`src/rtl/led_pattern_ctrl.sv`:
```
// ---------------------------------------------------------------------------
// led_pattern_ctrl
//
// Memory-mapped LED sequencer. The CPU programs a pattern, a display mode and
// a step period. The block then drives the board LEDs directly, blinks them,
// rotates them left or bounces a pattern back and forth. All movement is paced
// by an internal prescaler that produces one "tick" every PERIOD clock edges.
//
// Optional feature macro: LED_PATTERN_CTRL_BOUNCE_EN
//   defined   -> mode 3 bounces the working pattern, and the bounce
//                direction is reported in STATUS bit 30
//   undefined -> mode 3 displays PATTERN exactly like mode 0, no direction
//                state exists, and STATUS bit 30 reads 0
//
// Ports
//   clk         in   1      system clock, all state changes on rising edge
//   rst         in   1      synchronous active-high reset
//   LEDCtrl     in   1      MMIO write strobe for this block
//   addr        in   2      0 PATTERN, 1 MODE, 2 PERIOD, 3 STATUS (read-only)
//   write_data  in   32     CPU store data
//   read_data   out  32     combinational readback of the selected register
//   led_data    out  LED_W  registered LED drive
// ---------------------------------------------------------------------------
module led_pattern_ctrl #(
  parameter int LED_W = 16,
  parameter int DIV_W = 24
) (
  input  logic             clk,
  input  logic             rst,
  input  logic             LEDCtrl,
  input  logic [1:0]       addr,
  input  logic [31:0]      write_data,
  output logic [31:0]      read_data,
  output logic [LED_W-1:0] led_data
);

  typedef enum logic [1:0] {
    MODE_DIRECT = 2'd0,
    MODE_BLINK  = 2'd1,
    MODE_ROTATE = 2'd2,
    MODE_BOUNCE = 2'd3
  } mode_e;

  localparam logic [1:0] ADDR_PATTERN = 2'd0;
  localparam logic [1:0] ADDR_MODE    = 2'd1;
  localparam logic [1:0] ADDR_PERIOD  = 2'd2;

  // Programmable registers
  logic [LED_W-1:0] pattern_q, pattern_d;
  mode_e            mode_q, mode_d;
  logic [DIV_W-1:0] period_q, period_d;

  // Sequencing state
  logic [DIV_W-1:0] cnt_q, cnt_d;
  logic [LED_W-1:0] work_q, work_d;
  logic             phase_q, phase_d;
  logic [15:0]      steps_q, steps_d;
  logic [LED_W-1:0] led_q, led_d;

  logic [DIV_W-1:0] periodEff;
  logic             wrEn;
  logic             tick;
  logic             dirBit;

  // Store data above the widest register field never reaches any state.
  logic unused_wdata;
  assign unused_wdata = ^write_data[31:DIV_W];

`ifdef LED_PATTERN_CTRL_BOUNCE_EN
  logic dir_q, dir_d;
  assign dirBit = dir_q;
`else
  assign dirBit = 1'b0;
`endif

  // A period of 0 is treated as 1 so the prescaler always has a valid
  // terminal count and ticks on every edge.
  assign periodEff = (period_q == '0) ? DIV_W'(1) : period_q;
  assign tick      = (cnt_q == (periodEff - DIV_W'(1)));

  // Writes to STATUS are dropped completely: no register update and no
  // restart of the sequence.
  assign wrEn = LEDCtrl && (addr != 2'd3);

  // Next-state logic. A write always has priority over a tick that falls on
  // the same edge: the sequence restarts from the (possibly new) pattern and
  // the tick is lost.
  always_comb begin
    pattern_d = pattern_q;
    mode_d    = mode_q;
    period_d  = period_q;
    cnt_d     = cnt_q;
    work_d    = work_q;
    phase_d   = phase_q;
    steps_d   = steps_q;
`ifdef LED_PATTERN_CTRL_BOUNCE_EN
    dir_d     = dir_q;
`endif

    if (wrEn) begin
      case (addr)
        ADDR_PATTERN: pattern_d = write_data[LED_W-1:0];
        ADDR_MODE:    mode_d    = mode_e'(write_data[1:0]);
        ADDR_PERIOD:  period_d  = write_data[DIV_W-1:0];
        default:      ;
      endcase
      cnt_d   = '0;
      phase_d = 1'b0;
      steps_d = '0;
      // work reloads from the pattern as it will be after this write
      work_d  = pattern_d;
`ifdef LED_PATTERN_CTRL_BOUNCE_EN
      dir_d   = 1'b0;
`endif
    end else if (tick) begin
      cnt_d   = '0;
      steps_d = steps_q + 16'd1;
      case (mode_q)
        MODE_BLINK:  phase_d = ~phase_q;
        MODE_ROTATE: work_d  = {work_q[LED_W-2:0], work_q[LED_W-1]};
`ifdef LED_PATTERN_CTRL_BOUNCE_EN
        MODE_BOUNCE: begin
          // Reverse when the leading edge of the pattern reaches the end it
          // is travelling towards; the reversing tick already moves one step
          // back the other way.
          if (!dir_q) begin
            if (work_q[LED_W-1]) begin
              dir_d  = 1'b1;
              work_d = work_q >> 1;
            end else begin
              work_d = work_q << 1;
            end
          end else begin
            if (work_q[0]) begin
              dir_d  = 1'b0;
              work_d = work_q << 1;
            end else begin
              work_d = work_q >> 1;
            end
          end
        end
`endif
        default: ;
      endcase
    end else begin
      cnt_d = cnt_q + DIV_W'(1);
    end
  end

  // LED drive is derived from next-state values so a write or tick shows on
  // the LEDs on the very edge it happens.
  always_comb begin
    led_d = pattern_d;
    case (mode_d)
      MODE_BLINK:  led_d = phase_d ? '0 : pattern_d;
      MODE_ROTATE: led_d = work_d;
`ifdef LED_PATTERN_CTRL_BOUNCE_EN
      MODE_BOUNCE: led_d = work_d;
`endif
      default:     ;
    endcase
  end

  // CPU readback multiplexer
  always_comb begin
    read_data = '0;
    case (addr)
      ADDR_PATTERN: read_data = 32'(pattern_q);
      ADDR_MODE:    read_data = {30'b0, mode_q};
      ADDR_PERIOD:  read_data = 32'(period_q);
      default:      read_data = {phase_q, dirBit, 14'b0, steps_q};
    endcase
  end

  always_ff @(posedge clk) begin
    if (rst) begin
      pattern_q <= '0;
      mode_q    <= MODE_DIRECT;
      period_q  <= '0;
      cnt_q     <= '0;
      work_q    <= '0;
      phase_q   <= 1'b0;
      steps_q   <= '0;
      led_q     <= '0;
    end else begin
      pattern_q <= pattern_d;
      mode_q    <= mode_d;
      period_q  <= period_d;
      cnt_q     <= cnt_d;
      work_q    <= work_d;
      phase_q   <= phase_d;
      steps_q   <= steps_d;
      led_q     <= led_d;
    end
  end

`ifdef LED_PATTERN_CTRL_BOUNCE_EN
  always_ff @(posedge clk) begin
    if (rst) begin
      dir_q <= 1'b0;
    end else begin
      dir_q <= dir_d;
    end
  end
`endif

  assign led_data = led_q;

endmodule

```
`config.mk`:
```
export PLATFORM = sky130hd
export DESIGN_NAME = led_pattern_ctrl
export DESIGN_NICKNAME = d
export VERILOG_FILES = /design/src/rtl/led_pattern_ctrl.sv
export SDC_FILE = /design/constraint.sdc
export NUM_CORES = 1
export LEC_CHECK = 0
export CORE_AREA = 2 2 113 136
export DETAILED_ROUTE_END_ITERATION = 6
export DIE_AREA = 0 0 115 138
export PLACE_DENSITY = 0.73
export SLEW_MARGIN = 0
export SYNTH_ARGS = -nofsm -noshare
export SYNTH_HDL_FRONTEND = slang
export SYNTH_SLANG_ARGS = --single-unit
```
`constraint.sdc`:
```
create_clock -name clk -period 3.9 [get_ports clk]
set_input_delay 1.17 -clock clk [delete_from_list [all_inputs] [get_ports clk]]
set_output_delay 1.17 -clock clk [all_outputs]
set_load 0.02 [all_outputs]
```
Word-level counts from Yosys, hierarchy flattened

Index checks and enable logic that the tools add are counted.

Bitwise gates (word level): 1
Eq/ne operators: 8
Reduce and logical (&&, ||, !) cells: 6
Add/sub/neg operators: 3
Multiplexer cells: 14

Operators with widths:

| cell                  | number |
|---|---|
| $mux 16               | 6 |
| $pmux 32 s3           | 1 |
| $pmux 16 s2           | 1 |
| $add 24x1->24 const B | 1 |
| $eq 24x24->1          | 1 |
| $logic_not 24->1      | 1 |
| $mux 24               | 1 |
| $sub 24x1->24 const B | 1 |
| $add 16x1->16 const B | 1 |
| $eq 2x1->1 const B    | 3 |
| $eq 2x2->1 const B    | 3 |
| $mux 2                | 2 |
| $mux 1                | 3 |
| $reduce_or 3->1       | 1 |
| $logic_not 2->1       | 1 |
| $ne 2x2->1 const B    | 1 |
| $reduce_and 2->1      | 1 |
| $reduce_or 2->1       | 1 |
| $logic_and 1x1->1     | 1 |
| $not 1->1             | 1 |

Logic and storage cells: 40
Bits of input ports: 37
Register bits: 115

Depth between registers and ports, before layout

Gate-level depths: netlist of run 1.

Depth after elaboration: 8
Gate-level depth with buffers: 15

Worst setup path before layout of run 1

Ideal clock, no wire load.

Path kind: reg-to-reg
Start: register period_q[8]
End: register led_q[7], in the netlist led_data[7]
Stages on the path, launching flop included: 15
Period minus slack after synthesis: 4,021 ps
Library setup time: 92 ps
Arrival: 3,929 ps
Path slack: -121 ps
Cell sequence: dfxtp_1 buf_6 or4_4 nor4_4 a31oi_2 ha_1 nor4b_1 nor2b_1 xnor2_1 nor3_1 nand3_1 nor4_2 buf_2 mux2_2 o32ai_1

Cells in the longest elaborated chain, start to end: 8

RTL lines:

| item                   | line | source |
|---|---|---|
| from (decl)            | 51   | `logic [DIV_W-1:0] period_q, period_d;` |
| from (signal assigned) | 188  | `period_q <= period_d;` |
| $logic_not 24->1       | 78   | `assign periodEff = (period_q == '0) ? DIV_W'(1) : period_q;` |
| $mux 24 (*)            | 78   |  |
| $sub 24x1->24 (*)      | 79   | `assign tick = (cnt_q == (periodEff - DIV_W'(1)));` |
| $eq 24x24->1 (*)       | 79   |  |
| $mux 1                 | 115  | `end else if (tick) begin` |
| $mux 1                 | 100  | `if (wrEn) begin` |
| $mux 16                | 155  | `MODE_BLINK: led_d = phase_d ? '0 : pattern_d;` |
| $pmux 16 s2 (*)        | 154  | `case (mode_d)` |
| to (signal assigned)   | 193  | `led_q <= led_d;` |
| to (decl)              | 58   | `logic [LED_W-1:0] led_q, led_d;` |

Mark *: on every way between the ends. The rest lies on a longest branch, timed or not.
A chain may end at the register's enable or synchronous reset.

Worst setup path after layout of run 1

Start: input port addr[0]
End: output port read_data[0]

Cells in the longest elaborated chain, start to end: 2

RTL lines:

| item                               | line | source |
|---|---|---|
| from (decl)                        | 31   | `input logic [1:0] addr,` |
| $eq 2x2->1 (tied with other cells) | 167  | `case (addr)` |
| $pmux 32 s3 (*)                    | 167  |  |
| to (decl)                          | 33   | `output logic [31:0] read_data,` |

Marked as above.

==> results of run 1 <==
==> Yosys cell counts, types with 2 or more instances <==
master     number  area, um2
a211oi_1       18        135
inv_1           7       26.3
or4_1          13       97.6
xor2_1         22        193
o32ai_1        16        140
mux4_2          2       45.0
a2111oi_0       2       17.5
nand3b_1        2       15.0
mux2i_1         5       50.1
and2_1         13       81.3
mux2_2         31        349
nor3_1         42        210
a311oi_1        2       17.5
or3_1           4       25.0
a31oi_1         5       31.3
buf_6           2       22.5
nor3b_1         2       15.0
or2_2           5       31.3
nand4_1         6       37.5
buf_1           5       18.8
nor2_1         77        289
clkbuf_1       32        120
ha_1            5       62.6
nand3_1        16       80.1
a22o_1         14        123
o221ai_1        2       17.5
nand2b_1        7       43.8
and3_1         16        100
a21oi_1        40        200
o31ai_1        10       75.1
o21ai_0         5       25.0
nand2_1        93        349
nor4_1          7       43.8
buf_4           7       52.6
a41o_1          3       30.0
xnor2_1        29        254
nor2b_1        24        150
buf_2           5       25.0
dfxtp_1       115       2300
==> power breakdown <==
| part | internal [W] | total [W] | switching [W] | leakage [nW] |
|---|---|---|---|---|
| registers | 0.00122 | 0.00125 | 0.0000249 | 0.938 |
| clock network | 0.000912 | 0.00154 | 0.000628 | 0.277 |
| logic | 0.000317 | 0.000668 | 0.000351 | 2.18 |
| total | 0.00245 | 0.00346 | 0.00100 | 3.39 |
==> worst max path at each step <==
stage | slack (ns) | depth (start not counted) | to
2_1_floorplan | 0.02 | 14 | led_data[7]
3_3_place_gp | -0.25 | 5 | read_data[10]
3_5_place_dp | -0.25 | 5 | read_data[10]
4_1_cts | -0.009 | 14 | steps_q[14]
5_1_grt | -0.13 | 13 | steps_q[13]
6_report | 0.02 | 4 | read_data[0]
==> cell type report <==
type | count | area (um2)
sequential | 115 | 2300
tap | 178 | 223
clock inverter | 14 | 143
multi-input combinational | 567 | 3920
clock buffer | 18 | 439
inverter | 7 | 26.3
timing repair buffer | 141 | 1310
fill | 1272 | 6340
==> through the flow <==
stage | TNS, ns | cell area [um2] | utilization [%] | setup WS [ns] | cells
floorplan | 0 | 6170 | - | 0.0237 | 737
global placement | -4.63 | 7380 | 50.2 | -0.251 | 998
detailed placement | -6.57 | 7380 | 50.2 | -0.246 | 998
CTS | -0.0156 | 8140 | 55.3 | -0.00908 | 1035
global route | -1.06 | 8370 | 56.9 | -0.128 | 1040
finish | 0 | 8370 | 56.9 | 0.0200 | 1040
==> worst max-delay path: cells and delay by family <==
kind | cells | cell delay, ns
buffers and inverters | 3 | 1.04
multiplexers | 1 | 0.49
==> state kept, by name (all words and copies together), names as in the netlist <==
register and flops:
period_q 24, led_data 16, mode_q 2, steps_q 16
pattern_q 16, work_q 16, phase_q 1, cnt_q 24
==> logic make-up (layout without fill, tap and decap cells) <==
group / Yosys count / after routing
buf+inv: 58 / 180
simple gates: 337 / 339
compound gates: 124 / 124
xor+xnor: 52 / 52
other cells: 1 / 7
mux: 39 / 40
flops: 115 / 115
fa+ha+maj: 5 / 5
==> timing repair <==
item / in CTS / in global routing
setup buffers: 2 / 3
endpoints found under the setup margin: 51 / 42
resized for setup: 46 / 39
cloned: 3 / 2
hold endpoints to repair: 0 / 0
pin swaps: 0 / 7
==> routing by layer <==
layer / global-route usage (%) / vias up / wire length, um
li1: - / 2841 / -
met1: 26.8 / 2805 / 7570
met2: 38.6 / 177 / 9320
met3: 3.90 / 31 / 727
met4: 9.07 / 0 / 511
met5: 0 / - / 0
==> impl_metrics.py, run 1 <==
metrics = {
    "run_status": {
        "status": "completed",
    },
    "timing": {
        "min_period_over_period_pct": 99.5,
        "hold_violations": 0,
        "setup_viol": 0,
        "worst_pin_slew_ns": 0.847,
        "timing.hold.ws_ns": 0.490,
        "rsz0062_at_grt": "yes",
        "drv_slew": 0,
        "fin_skew_ns": 0.0115,
        "fmax_mhz": 258,
        "relSlewSlack_pct": 43.4,
        "period_needed_ns": 3.88,
    },
    "grt": {
        "grt_antenna_before_repair": 0,
        "grt_pass1_vias": 5736,
        "grtUsageTotal_pct": 22.2,
        "grt_pass1_wl_um": 28300,
        "grt_max_degree": 44,
        "grt_remaining_overflow": 0,
    },
    "route": {
        "wirelength_um": 18100,
        "drt_iter0_drc": 341,
        "drc_errors": 0,
        "via_per_inst": 5.63,
        "routedWlPerCell_um": 17.4,
        "routed-via-count": 5854,
        "antenna_left": 0,
        "drtPass1Iterations": 5,
    },
    "synth": {
        "synth_warnings": 0,
        "synth_edf_count": 0,
        "ys_types": 59,
        "synth.yosys.seq_area_share_pct": 37.6,
        "postSynthCellCount": 731,
        "ys.flop_type": "dfxtp_1",
        "ys_ff_latch": 115,
        "synth-simple-area-share_pct": 27.7,
        "synth.mux.area_fraction_pct": 7.43,
        "ys_async_sr_fraction_pct": 0,
        "avgSynthCellArea_um2": 8.39,
        "synth_compound_area_share_pct": 14.3,
        "yosys.area_share.adder_pct": 1.02,
        "synthXorXnorAreaFrac_pct": 7.65,
        "synth_area_um2": 6130,
        "synth_top_family_by_area": "simple AND/OR/NAND/NOR gates",
    },
    "layout": {
        "diodes": 0,
        "syn_to_final_growth_pct": 36.5,
        "final_common_cell": "dfxtp_1",
        "layout_common_cells": "dfxtp_1, nand2_1, nor2_1",
        "fin_nets": 891,
        "drive_gt1_share_pct": 22.2,
    },
    "place": {
        "gp_congestion": 0.896,
        "hpwl_um": 12100,
        "io_buffers": 69,
    },
    "job": {
        "maxCapViolCount": 0,
    },
    "clock_tree": {
        "cts-root-buf": "clkbuf_16",
        "cts_max_level": 4,
        "clockBufferDepth": 2,
        "cts.clk_slew.worst_paths_ns": 0.06,
        "clock_latency_ns": 0.42,
        "cts_tree": "built",
        "cts-hold-fix-buffers": 0,
        "numCtsBuffers": 17,
        "cts.sinks": 115,
    },
    "setup_path": {
        "cp_max_fo": 10,
        "slowest_stage": "clkdlybuf4s50_1",
        "critPathCaptureType": "primary output",
        "r2r_slack_ns": 0.03,
        "reg2reg_depth": 13,
        "critPathKind": "in2out",
        "cp-start-kind": "input pin",
        "crit_required_ns": 2.73,
        "critPathMaxStageDelay_ns": 0.56,
        "crit_start": "addr[0]",
        "path_cells": "dlygate4sd2_1 -> buf_12 -> mux4_2 -> clkdlybuf4s50_1",
        "worstPathArrival_ns": 2.71,
        "timing.rr.end": "steps_q[13]",
        "crit-reg2reg-launch": "period_q[8]",
    },
    "floorplan": {
        "dieArea_um2": 15900,
        "die_y_um": 138,
        "initial_core_util_pct": 41.7,
        "die_x_um": 115,
        "core-area_um2": 14700,
        "num_rows": 49,
        "num_io_pins": 85,
    },
    "power": {
        "total_power_w": 0.00346,
        "power.leakage_nw": 3.39,
        "peakVddDrop_mv": 0.322,
        "powerDensity_nw_per_um2": 413,
    },
    "min_path": {
        "min_from": "steps_q[15]",
        "holdCritPathClass": "reg2reg",
        "hold_depth": 2,
        "min_to": "steps_q[15]",
    },
}
No activity file was read; power rests on OpenSTA's default activity.
==> inputs of run 2 (changes only) <==
--- a/config.mk
+++ b/config.mk
@@ -8,7 +8,7 @@
 export CORE_AREA = 2 2 113 136
 export DETAILED_ROUTE_END_ITERATION = 6
 export DIE_AREA = 0 0 115 138
-export PLACE_DENSITY = 0.73
+export PLACE_DENSITY = 0.7
 export SLEW_MARGIN = 0
 export SYNTH_ARGS = -nofsm -noshare
 export SYNTH_HDL_FRONTEND = slang
==> constraint.sdc (replaced) <==
create_clock -name clk -period 4.3 [get_ports clk]
set_input_delay 1.29 -clock clk [delete_from_list [all_inputs] [get_ports clk]]
set_output_delay 1.29 -clock clk [all_outputs]
set_load 0.02 [all_outputs]
==> run 2 against run 1 <==
- first-iteration DRC count shrank 11%
- largest cell class unchanged
- sequential power shrank 9.6%
- hold slack lost 0.017 ns
- clock skew shrank 0.0026 ns
- clock power is essentially flat
==> impl_metrics.py, run 2 (same netlist as run 1, synthesis figures left out) <==
metrics = {
    "run_status": {
        "status": "completed",
    },
    "setup_path": {
        "crit_path_end": "read_data[19]",
        "worstPathArrival_ns": 2.96,
        "crit-reg2reg-launch": "period_q[8]",
        "reg2reg_depth": 12,
        "critPathCaptureType": "primary output",
        "timing.rr.end": "steps_q[12]",
        "cp_max_fo": 8,
        "crit_start": "addr[1]",
        "critPathKind": "in2out",
        "crit_required_ns": 3.01,
        "r2r_slack_ns": 0.40,
        "cp-start-kind": "input pin",
    },
    "power": {
        "p_clk_share_pct": 49.0,
        "pwr-share-seq_pct": 35.6,
        "swShare_pct": 25.8,
        "total_power_w": 0.00318,
        "p_switching_w": 0.000821,
        "p_int_w": 0.00236,
        "pwr-share-comb_pct": 15.4,
        "powerDensity_nw_per_um2": 403,
        "peakVddDrop_mv": 0.332,
        "power.leakage_nw": 3.13,
    },
    "min_path": {
        "holdCritPathClass": "reg2reg",
        "hold_depth": 1,
    },
    "timing": {
        "period_needed_ns": 4.25,
        "relSlewSlack_pct": 40.0,
        "hold_violations": 0,
        "fin_skew_ns": 0.00894,
        "fmax_mhz": 235,
        "worst_pin_slew_ns": 0.898,
        "setup_viol": 0,
        "drv_slew": 0,
        "min_period_over_period_pct": 98.9,
    },
    "layout": {
        "top_regs": "cnt_q: 24 flops, period_q: 24 flops",
        "syn_to_final_growth_pct": 28.7,
        "fillers": 1331,
        "regArea_um2": 2300,
        "final_common_cell": "dfxtp_1",
        "diodes": 0,
        "fin_nets": 862,
        "postLayoutCoreUtil_pct": 53.6,
        "multi_input_area_um2": 3610,
        "layout_common_cells": "dfxtp_1, nand2_1, nor2_1",
        "drive_gt1_share_pct": 15.3,
    },
    "grt": {
        "grt_remaining_overflow": 0,
        "grtUsageTotal_pct": 21.4,
        "grt_antenna_before_repair": 0,
        "grt_max_degree": 40,
        "grt_pass1_vias": 5466,
        "grt_pass1_wl_um": 27100,
    },
    "route": {
        "highest_layer": "met4",
        "drc_errors": 0,
        "wl_met3_um": 586,
        "via_per_inst": 5.58,
        "wl_met1_um": 7070,
        "wl_met2_um": 8460,
        "routed-via-count": 5634,
        "routedWlPerCell_um": 16.4,
        "drtPass1Iterations": 5,
        "drt_iter0_drc": 304,
        "antenna_left": 0,
        "wirelength_um": 16600,
    },
    "job": {
        "maxCapViolCount": 0,
    },
    "clock_tree": {
        "clock_latency_ns": 0.42,
        "cts-root-buf": "clkbuf_16",
        "cts.clk_slew.worst_paths_ns": 0.05,
        "cts_max_level": 4,
        "cts.sinks": 115,
        "numCtsBuffers": 17,
        "clockBufferDepth": 2,
        "cts_setup_buffers": 0,
        "cts_tree": "built",
        "cts-hold-fix-buffers": 0,
    },
    "floorplan": {
        "num_io_pins": 85,
        "die_y_um": 138,
        "initial_core_util_pct": 41.7,
        "core-area_um2": 14700,
        "dieArea_um2": 15900,
        "num_rows": 49,
        "die_x_um": 115,
    },
    "place": {
        "gp_congestion": 0.846,
        "io_buffers": 69,
        "hpwl_um": 12300,
    },
}
==> run 2: per-stage QoR <==
stage | TNS [ns] | setup slack, ns | instance area [um2] | hold WS [ns] | instances
after floorplan | 0 | 0.160 | 6150 | 0.440 | 737
after detailed placement | -1.69 | -0.103 | 7240 | 0.465 | 979
final | 0 | 0.0484 | 7890 | 0.473 | 1010
after global placement | -1.21 | -0.0920 | 7240 | 0.457 | 979
after CTS | 0 | 0.00578 | 7880 | 0.480 | 1010
after global routing | -0.00916 | -0.00916 | 7890 | 0.497 | 1010
==> run 2: how the worst min path moves through the flow <==
stage	startpoint	to	slack [ns]
final	cnt_q[0]	cnt_q[0]	0.47
after global routing	cnt_q[0]	cnt_q[0]	0.50
after CTS	cnt_q[0]	cnt_q[0]	0.48
after detailed placement	cnt_q[0]	cnt_q[0]	0.46
after global placement	cnt_q[0]	cnt_q[0]	0.46
after floorplan	cnt_q[0]	cnt_q[0]	0.44
==> run 2: final cells by class <==
| type | count | share of cell area (%) |
|---|---|---|
| Sequential cell | 115 | 29.2 |
| Tap cell | 178 | 2.82 |
| Multi-Input combinational cell | 564 | 45.8 |
| Inverter | 7 | 0.333 |
| Clock buffer | 17 | 5.39 |
| Timing Repair Buffer | 115 | 13.6 |
| Clock inverter | 14 | 2.87 |
==> run 2: power by group through the flow <==
stage / logic, W / clock network, W / registers, W
6_report: 0.000489 / 0.00156 / 0.00113
5_1_grt: 0.000532 / 0.00162 / 0.00114
4_1_cts: 0.000487 / 0.00158 / 0.00113
3_5_place_dp: 0.000487 / 0 / 0.00116
3_3_place_gp: 0.000484 / 0 / 0.00115
2_1_floorplan: 0.000299 / 0 / 0.00117
==> run 2: worst max-delay path: stages <==
cell	delay, ns
clkdlybuf4s50_1	0.59
nor2b_4	0.24
buf_12	0.13
and2_1	0.12
clkdlybuf4s50_1	0.59
==> run 2: per-layer routing <==
metal / up-vias / GRT usage [%]
li1: 2784 / -
met1: 2696 / 25.5
met2: 124 / 36.6
met3: 30 / 4.82
met4: 0 / 8.81
met5: - / 0
==> run 2: what timing repair did <==
item,4_1_cts,5_1_grt
hold endpoints to repair,0,0
pin swaps,0,0
gates resized for setup,17,3
endpoints found under the setup margin,24,23
==> inputs of run 3 (changes only) <==
--- a/config.mk
+++ b/config.mk
@@ -5,9 +5,9 @@
 export SDC_FILE = /design/constraint.sdc
 export NUM_CORES = 1
 export LEC_CHECK = 0
-export CORE_AREA = 2 2 113 136
+export CORE_AREA = 2 2 110 139
 export DETAILED_ROUTE_END_ITERATION = 6
-export DIE_AREA = 0 0 115 138
+export DIE_AREA = 0 0 112 141
 export PLACE_DENSITY = 0.7
 export SLEW_MARGIN = 0
 export SYNTH_ARGS = -nofsm -noshare
==> run 3 against run 2 <==
- first-iteration DRC count shrank 37%
- register-to-register slack got worse by 0.08 ns
- sequential share of layout area rose by 0.12 points
- die area down 0.49%
- cell count grew 0.99%
- clock-buffer cell count did not move
- clock power shrank 11%
- worst setup slack improved by 0.020 ns
- routed wire length grew 0.84%
==> impl_metrics.py, run 3 (same netlist as run 1, synthesis figures left out) <==
metrics = {
    "job": {
        "maxCapViolCount": 0,
    },
    "power": {
        "p_switching_w": 0.000832,
        "power.leakage_nw": 3.10,
        "peakVddDrop_mv": 0.333,
        "swShare_pct": 27.5,
        "powerDensity_nw_per_um2": 385,
        "p_int_w": 0.00220,
        "pwr-share-comb_pct": 16.6,
        "p_clk_share_pct": 45.9,
        "total_power_w": 0.00303,
        "pwr-share-seq_pct": 37.4,
    },
    "route": {
        "routedWlPerCell_um": 16.4,
        "routed-via-count": 5668,
        "drc_errors": 0,
        "drtPass1Iterations": 5,
        "drt_iter0_drc": 191,
        "antenna_left": 0,
        "via_per_inst": 5.56,
        "wirelength_um": 16700,
    },
    "layout": {
        "syn_to_final_growth_pct": 28.2,
        "final_common_cell": "dfxtp_1",
        "drive_gt1_share_pct": 15.8,
        "layout_common_cells": "dfxtp_1, nand2_1, nor2_1",
        "fillers": 1385,
        "diodes": 0,
        "postLayoutCoreUtil_pct": 53.7,
        "top_regs": "cnt_q: 24 flops, period_q: 24 flops",
        "fin_nets": 868,
    },
    "setup_path": {
        "critPathKind": "in2out",
        "cp_common_cell": "clkdlybuf4s50_1",
        "crit-reg2reg-launch": "period_q[5]",
        "timing.rr.end": "led_data[15]",
        "slowest_stage": "clkdlybuf4s50_1",
        "worstPathArrival_ns": 2.94,
        "reg2reg_depth": 14,
        "critPathCaptureType": "primary output",
        "critPathMaxStageDelay_ns": 0.62,
        "cp_max_fo": 19,
        "cp-start-kind": "input pin",
        "path_cells": "clkdlybuf4s50_1 -> buf_4 -> and3_1 -> clkdlybuf4s50_1",
        "r2r_slack_ns": 0.32,
        "crit_required_ns": 3.01,
    },
    "clock_tree": {
        "numCtsBuffers": 17,
        "cts-root-buf": "clkbuf_16",
        "cts_max_level": 4,
        "cts_setup_buffers": 0,
        "postCtsResizedCells": 16,
        "cts.clk_slew.worst_paths_ns": 0.05,
        "cts_tree": "built",
        "clockBufferDepth": 2,
        "clock_latency_ns": 0.42,
        "cts-hold-fix-buffers": 0,
        "cts.sinks": 115,
    },
    "grt": {
        "grt_pass1_vias": 5441,
        "grtUsageTotal_pct": 21.3,
        "grt_max_degree": 30,
        "grt_remaining_overflow": 0,
        "grt_pass1_wl_um": 27100,
        "grt_antenna_before_repair": 0,
    },
    "place": {
        "hpwl_um": 12200,
        "io_buffers": 69,
        "gp_congestion": 0.861,
        "dp_slack_ns": -0.0964,
    },
    "min_path": {
        "holdCritPathClass": "reg2reg",
        "hold_depth": 1,
        "min_to": "cnt_q[0]",
        "min_from": "cnt_q[0]",
    },
    "floorplan": {
        "dieArea_um2": 15800,
        "die_y_um": 141,
        "die_x_um": 112,
        "initial_core_util_pct": 41.9,
        "num_io_pins": 85,
        "core-area_um2": 14600,
        "num_rows": 50,
    },
    "timing": {
        "rsz0062_at_grt": "no",
        "period_needed_ns": 4.23,
        "min_period_over_period_pct": 98.4,
        "hold_violations": 0,
        "drv_slew": 0,
        "timing.hold.ws_ns": 0.485,
        "fin_ws_ns": 0.0684,
        "fmax_mhz": 236,
        "fin_setup_tns_ns": 0,
        "relSlewSlack_pct": 43.1,
        "fin_skew_ns": 0.0107,
        "worst_pin_slew_ns": 0.851,
        "setup_viol": 0,
    },
    "run_status": {
        "status": "completed",
    },
}
[run 3: cell count changes in the layout (fill, tap and decap cells not counted)]
| cell | previous run | this run |
|---|---|---|
| buf_4 | 41 | 47 |
| clkinv_2 | 0 | 2 |
| nor2b_4 | 1 | 0 |
| clkdlybuf4s50_1 | 51 | 52 |
| clkinv_4 | 4 | 5 |
| dlymetal6s2s_1 | 1 | 0 |
| nor2b_1 | 23 | 24 |
| bufinv_16 | 5 | 2 |
[run 3: final cells by class]
cell class                      instances  area, um2  area share [%]
Clock buffer                           17        425            5.41
Clock inverter                         14        155            1.97
Inverter                                7       26.3           0.334
Multi-Input combinational cell        564       3600            45.9
Sequential cell                       115       2300            29.3
Tap cell                              182        228            2.90
Timing Repair Buffer                  121       1120            14.2
[run 3: worst max path at each step]
stage,endpoint,cells after the start,startpoint
after floorplan,read_data[12],5,addr[1]
after global placement,read_data[10],5,addr[0]
after detailed placement,read_data[10],5,addr[0]
after CTS,read_data[31],4,addr[1]
after global routing,read_data[31],4,addr[1]
final,read_data[31],4,addr[1]
[run 3: power by group through the flow]
stage                     combinational, W  sequential [W]  clock (W)
after floorplan                   0.000299         0.00117          0
after global placement            0.000499         0.00116          0
after detailed placement          0.000502         0.00116          0
after CTS                         0.000502         0.00113    0.00141
after global routing              0.000546         0.00114    0.00146
final                             0.000504         0.00113    0.00139
[run 3: metal layers]
layer | global-route usage (%) | share of wire (%) | wire length (um) | up-vias
met5 | 0 | 0 | 0 | -
met4 | 7.51 | 2.5 | 412 | 0
met1 | 25.2 | 43 | 7130 | 2704
met2 | 37.8 | 51 | 8590 | 138
li1 | - | - | - | 2800
met3 | 4.73 | 3.6 | 608 | 26
[run 3: through the flow]
step	cell area, um2	cells
after floorplan	6150	737
after global placement	7290	989
after detailed placement	7290	989
after CTS	7850	1020
after global routing	7860	1020
final	7860	1020
[run 3: worst max-delay path: cells and delay by family]
| kind | cells | cell delay [ns] |
|---|---|---|
| buffers and inverters | 3 | 1.42 |
| AND/OR/NAND/NOR | 1 | 0.23 |
